$ cat src/rtl/mem_port_arbiter.sv
// ----------------------------------------------------------------------------
// mem_port_arbiter
//   Shares one single-ported memory between the instruction-fetch requester
//   (port I, read-only) and the load/store requester (port D, read/write).
//   One access at a time, round-robin on conflict, registered response.
//
// Parameters
//   AddrWidth  address width, requesters and memory side
//   DataWidth  data width
//   Timeout    BUSY cycles allowed before the access is aborted; 0 = no watchdog
//
// Ports
//   clk_i, rst_ni                 clock (rising edge), async active-low reset
//   i_req_i, i_addr_i             port I read request / address
//   i_done_o                      port I completion pulse
//   d_req_i, d_we_i, d_addr_i,
//   d_wdata_i                     port D request / write enable / address / data
//   d_done_o                      port D completion pulse
//   rdata_o, err_o                response data and abort flag, valid with done
//   mem_req_o, mem_we_o,
//   mem_addr_o, mem_wdata_o       memory request side, all registered
//   mem_ready_i, mem_rdata_i      memory completion pulse and read data
// ----------------------------------------------------------------------------
module mem_port_arbiter #(
   parameter int unsigned AddrWidth = 32,
   parameter int unsigned DataWidth = 32,
   parameter int unsigned Timeout   = 16
) (
   input  logic                 clk_i,
   input  logic                 rst_ni,
   input  logic                 i_req_i,
   input  logic [AddrWidth-1:0] i_addr_i,
   output logic                 i_done_o,
   input  logic                 d_req_i,
   input  logic                 d_we_i,
   input  logic [AddrWidth-1:0] d_addr_i,
   input  logic [DataWidth-1:0] d_wdata_i,
   output logic                 d_done_o,
   output logic [DataWidth-1:0] rdata_o,
   output logic                 err_o,
   output logic                 mem_req_o,
   output logic                 mem_we_o,
   output logic [AddrWidth-1:0] mem_addr_o,
   output logic [DataWidth-1:0] mem_wdata_o,
   input  logic                 mem_ready_i,
   input  logic [DataWidth-1:0] mem_rdata_i
);

   typedef enum logic [1:0] {IDLE, BUSY, RESP} state_t;

   localparam int unsigned   CntW    = (Timeout > 2) ? $clog2(Timeout) : 1;
   localparam logic [CntW-1:0] CntLast = (Timeout == 0) ? '0 : CntW'(Timeout - 1);
   localparam bit            WdogEn  = (Timeout != 0);

   state_t          state;
   logic            last_d;   // 1 = port D was granted most recently
   logic            gnt_d;    // port owning the current access
   logic [CntW-1:0] wdog_cnt;

   logic grant_d;
   logic wdog_hit;

   // On conflict the port that did not win last time gets the grant.
   assign grant_d  = d_req_i & (~i_req_i | ~last_d);
   assign wdog_hit = WdogEn && (wdog_cnt == CntLast);

   always_ff @(posedge clk_i or negedge rst_ni) begin
      if (!rst_ni) begin
         state       <= IDLE;
         last_d      <= 1'b0;
         gnt_d       <= 1'b0;
         wdog_cnt    <= '0;
         mem_req_o   <= 1'b0;
         mem_we_o    <= 1'b0;
         mem_addr_o  <= '0;
         mem_wdata_o <= '0;
         i_done_o    <= 1'b0;
         d_done_o    <= 1'b0;
         rdata_o     <= '0;
         err_o       <= 1'b0;
      end else begin
         case (state)
            IDLE: begin
               if (i_req_i || d_req_i) begin
                  gnt_d       <= grant_d;
                  last_d      <= grant_d;
                  mem_we_o    <= grant_d & d_we_i;
                  mem_addr_o  <= grant_d ? d_addr_i : i_addr_i;
                  mem_wdata_o <= grant_d ? d_wdata_i : '0;
                  wdog_cnt    <= '0;
                  mem_req_o   <= 1'b1;
                  state       <= BUSY;
               end
            end
            BUSY: begin
               // A ready arriving on the watchdog's last cycle still counts
               // as a normal completion.
               if (mem_ready_i || wdog_hit) begin
                  rdata_o   <= (mem_ready_i && !mem_we_o) ? mem_rdata_i : '0;
                  err_o     <= ~mem_ready_i;
                  mem_req_o <= 1'b0;
                  i_done_o  <= ~gnt_d;
                  d_done_o  <= gnt_d;
                  state     <= RESP;
               end else begin
                  wdog_cnt <= wdog_cnt + 1'b1;
               end
            end
            RESP: begin
               i_done_o <= 1'b0;
               d_done_o <= 1'b0;
               state    <= IDLE;
            end
            default: begin
               state <= IDLE;
            end
         endcase
      end
   end

endmodule

$ cat config.mk
export PLATFORM = sky130hd
export DESIGN_NAME = mem_port_arbiter
export DESIGN_NICKNAME = d
export VERILOG_FILES = /design/src/rtl/mem_port_arbiter.sv
export SDC_FILE = /design/constraint.sdc
export NUM_CORES = 1
export LEC_CHECK = 0
export CORE_ASPECT_RATIO = 0.8
export CORE_MARGIN = 2
export CORE_UTILIZATION = 43
export CTS_BUF_LIST = sky130_fd_sc_hd__clkbuf_8
export DETAILED_ROUTE_END_ITERATION = 10
export PLACE_DENSITY = 0.88
export SYNTH_ARGS = -nofsm -noshare
export SYNTH_HDL_FRONTEND = slang
export SYNTH_SLANG_ARGS = --single-unit
$ cat constraint.sdc
create_clock -name clk_i -period 5.1 [get_ports clk_i]
set_clock_uncertainty 0.1 [all_clocks]
set_input_delay 0.765 -clock clk_i [delete_from_list [all_inputs] [get_ports clk_i]]
set_output_delay 0.765 -clock clk_i [all_outputs]
set_load 0.01 [all_outputs]
# Word level (Yosys, flattened, before mapping)

Cells that the tools add are included.

Memories kept: 0
Flip-flop bits (word level): 108
Word-level logic and storage cells: 53
Latch bits: 0
Bits in read-only memories: 0
RAM bits: 0
Bits of input ports: 134

Shifts and indexed selects: 0
Divide/modulo/power cells: 0
Multiplexer cells: 16
Reduce and logical (&&, ||, !) cells: 13
$lt $le $gt $ge: 0
Add/subtract/negate cells: 1
Multiply operators: 0
Equal/unequal tests: 6
Bitwise logic cells: 6

Operators with widths:

| cell                | number |
|---|---|
| $mux 32             | 3 |
| $mux 4              | 2 |
| $pmux 4 s2          | 1 |
| $reduce_and 2->1    | 4 |
| $ne 2x2->1 const B  | 3 |
| $pmux 1 s2          | 3 |
| $reduce_and 3->1    | 2 |
| $add 4x1->4 const B | 1 |
| $eq 4x4->1 const B  | 1 |
| $mux 1              | 4 |
| $mux 2              | 2 |
| $pmux 2 s2          | 1 |
| $reduce_bool 2->1   | 2 |
| $not 1->1           | 3 |
| $and 1x1->1         | 2 |
| $eq 2x1->1 const B  | 1 |
| $eq 2x2->1 const B  | 1 |
| $logic_not 2->1     | 1 |
| $logic_or 1x1->1    | 2 |
| $logic_and 1x1->1   | 1 |
| $logic_not 1->1     | 1 |
| $or 1x1->1          | 1 |

# Logic depth before layout (Yosys ltp)

Depth after elaboration: 4
Depth in mapped cells: 7

# Least setup slack after synthesis

Ideal clock, no wire load.

Path type: in2reg
Start: input port d_req_i
End: register mem_wdata_o[22]
Cell stages on the path: 5
Path slack: 3.117 ns
Buffers on the path: 2
Data required time: 4.935 ns
Arrival: 1.818 ns
Cells stage by stage: a21boi_0 clkbuf_1 nor3b_2 buf_2 a22o_1

Word-level cells in the longest chain between the ends: 2
Elaborated cells between the ends (all ways): 4

Ends and longest elaborated chain:

| what                                            | line   | RTL |
|---|---|---|
| start: declaration                              | 34     | `input logic d_req_i,` |
| $and 1x1->1 or $logic_or 1x1->1 (tied branches) | 64, 84 |  |
| $mux 32 or $reduce_and 2->1 (tied branches)     | n/a    |  |
| end signal: assignment                          | 89     | `mem_wdata_o <= grant_d ? d_wdata_i : '0;` |
| end: declaration                                | 44     | `output logic [DataWidth-1:0] mem_wdata_o,` |

Parallel ways exist; a longest one is shown, timed or not.
A chain may end at the register's enable or synchronous reset.

# Final worst setup path

Start: input port d_req_i
End: register mem_wdata_o[12]

The elaborated chain is that of the path after synthesis.

==> flow_summary.ini <==
[power]
switching_share_pct = 33.3
powerDensity_nw_per_um2 = 564
vdd_drop_max_mv = 0.314
pwr-share-comb_pct = 46.1
power.switching_mw = 1.31
leakage_nw = 3.03
clkPwrFrac_pct = 15.7
power_frac_seq_pct = 38.3
internal_power_mw = 2.63

[floorplan]
start_util_pct = 44.6
coreArea_sq_um = 9690
die_w_microns = 116
die_y_microns = 93.7
dieArea_sq_um = 10900
rows = 32
io_pins = 235

[setup_path]
crit_path_end_kind = register
worstPathRequired_ns = 5.28
r2r_setup_slack_ns = 2.16
cp_max_fo = 34
crit_path_cell_trace = clkdlybuf4s50_1 > a21boi_4 > buf_4 > nor3b_4 > a22o_1
critPathKind = input pin to register
critPathMaxStageDelay_ns = 1.08
crit_path_top_delay_cell = nor3b_4
worstSetupStartpointType = input pin
arrival_ns = 3.28

[logic_synthesis]
synth_nets = 471
synth-edff-count = 0
yosysUniqueCellTypes = 29
syn_avg_cell_area_sq_um = 12.9
post_synth_fa_ha_maj_area_fraction_pct = 0.290
synth_seq_cells = 108
synth_compound_area_share_pct = 23.2
syn_inst = 336
synthFlopType = dfrtp_1
netlist_area_sq_um = 4320
synth_simple_gate_area_share_pct = 2.52
seq_area_frac_synth_pct = 62.6
synth_top_family_by_area = compound AO/OA/AOI/OAI gates
synth-async-reset-ratio_pct = 100
yosys.area_share.xor_xnor_pct = 0
muxShareOfSynthArea_pct = 7.65
yosysWarnings = 0

[cts]
h-tree-depth = 3
cts_tree = built
post_cts_resized = 0
insertion_delay_ns = 0.35
cts_sinks = 108
hold_buffers = 0
cts_buffer_depth = 2
post_cts_buffers = 0
cts_inserted_buffers = 9
clk_pin_slew_worst_paths_ns = 0.10
root_buffer = clkbuf_8

[sta]
slew_viol_final = 0
max_freq_ghz = 0.323
setup_violations = 0
rsz0062_at_grt = false
worst_slack_ns = 2.00
fin_crit_sh_pct = 60.7
whs_ns = 0.333
fin_setup_tns_ns = 0
slew_headroom_pct = 18.3
hold_viol = 0
min_period_ns = 3.10
worst_pin_slew_ns = 1.22

[drt]
wl_met2_microns = 5980
antenna_left = 0
met3WireLength_microns = 1100
avgViaCountPerCell = 5.28
wire_per_inst_microns = 17.5
routed_wl_microns = 12200
top_layer = met4
met1_length_microns = 4910
dr.pass1.iters = 4
first_iter_violations = 234
drc = 0
vias = 3686

[grt]
grtUsageTotal_pct = 22.0
grt_first_pass_wirelength_microns = 18700
grt_overflow = 0
grt_antenna_before_repair = 0
first_global_vias = 3803
grt_max_degree = 70

[placement]
port_buffers = 234
preCtsSetupSlack_ns = 1.56
dpl.hpwl_microns = 8780
gp_congestion = 0.800

[hold_path]
min_path_type = input pin to asynchronous set/reset pin

[status]
status = finished, final reports clean

[layout]
area_delta_synth_final_pct = 61.6
utilization_pct = 72.1
n_antenna_cell = 0
layout.nets = 692
drive_gt1_share_pct = 4.98
nFillCells = 692

[job]
cap_violations = 0
power by group through the flow:
stage	clock network (mW)	registers [mW]	logic, mW
after floorplan	0	1.66	0.635
after global placement	0	1.50	1.77
after detailed placement	0	1.51	1.83
after CTS	0.637	1.51	1.84
after global routing	0.673	1.56	1.94
final	0.616	1.51	1.81
area by class of cell:
class	count	area, sq um	share of cell area [%]
flip-flops and latches	108	2700	38.7
clock buffers	9	124	1.77
well taps	136	170	2.44
inverters	4	15.0	0.215
repair buffers	238	2370	33.9
clock inverters	7	121	1.74
multi-input cells	196	1480	21.2
logic make-up after synthesis:
| logic type | count (synthesis) |
|---|---|
| adders and majority gates | 1 |
| muxes | 33 |
| buffers and inverters | 32 |
| DFF | 108 |
| and+or+nand+nor | 17 |
| AOI/OAI and AO/OA | 145 |
registers in the layout (all words and copies together) (netlist names), 2 cells and up:
signal       count
mem_wdata_o     32
state            2
rdata_o         32
mem_addr_o      32
wdog_cnt         4
critical path: cells and delay by family:
family	cells	cell delay, ns
and+or+nand+nor	1	1.08
buffers and inverters	2	0.98
AOI/OAI and AO/OA	2	0.45
worst paths after layout:
| check | from | end | cells past startpoint |
|---|---|---|---|
| max reg2reg | state[0]$_DFFE_PN0P_ | mem_addr_o[30]$_DFFE_PN0P_ | 3 |
| max in group asynchronous | rst_ni | mem_addr_o[19]$_DFFE_PN0P_ | 2 |
| min in group clk_i | rdata_o[28]$_DFFE_PN0P_ | rdata_o[28]$_DFFE_PN0P_ | 1 |
| max | d_req_i | mem_wdata_o[12]$_DFFE_PN0P_ | 5 |
| min | rst_ni | mem_wdata_o[6]$_DFFE_PN0P_ | 1 |
| min reg2reg | rdata_o[28]$_DFFE_PN0P_ | rdata_o[28]$_DFFE_PN0P_ | 1 |
routing by layer:
layer | vias to the layer above | GRT usage (%)
met5 | - | 0
met4 | 0 | 7.34
met3 | 12 | 5.68
met2 | 166 | 37.8
met1 | 1811 | 27.3
li1 | 1697 | -
layout by cell type, fill, tap and decap left out, drive strengths merged, types with 2 or more instances in the layout:
cell,synthesis,routed
or2,2,2
dfrtp,108,108
bufinv,0,3
nor3b,2,2
mux2i,33,33
a31o,2,2
nor2b,2,2
clkdlybuf4s50,0,233
nand2,3,3
o22ai,3,3
buf,15,5
o21ai,67,67
and3,2,2
a22o,65,65
clkbuf,13,9
a31oi,3,3
inv,4,6
clkinv,0,2
synthesized netlist by cell type, drive strengths merged (3+ instances only):
cell type,n,area share (%)
clkbuf,13,1.1
a31oi,3,0.43
o21ai,67,7.8
nand2,3,0.26
buf,15,2.3
mux2i,33,7.6
inv,4,0.35
a22o,65,13
dfrtp,108,63
o22ai,3,0.43
through the flow:
| stage | area, sq um | total power, mW | std cells |
|---|---|---|---|
| final | 6980 | 3.94 | 698 |
| after global routing | 6980 | 4.17 | 698 |
| after CTS | 6980 | 3.98 | 698 |
| after detailed placement | 6740 | 3.34 | 682 |
| after global placement | 6740 | 3.28 | 682 |
| after floorplan | 4320 | 2.29 | 336 |
No activity file was read; power rests on OpenSTA's default activity.
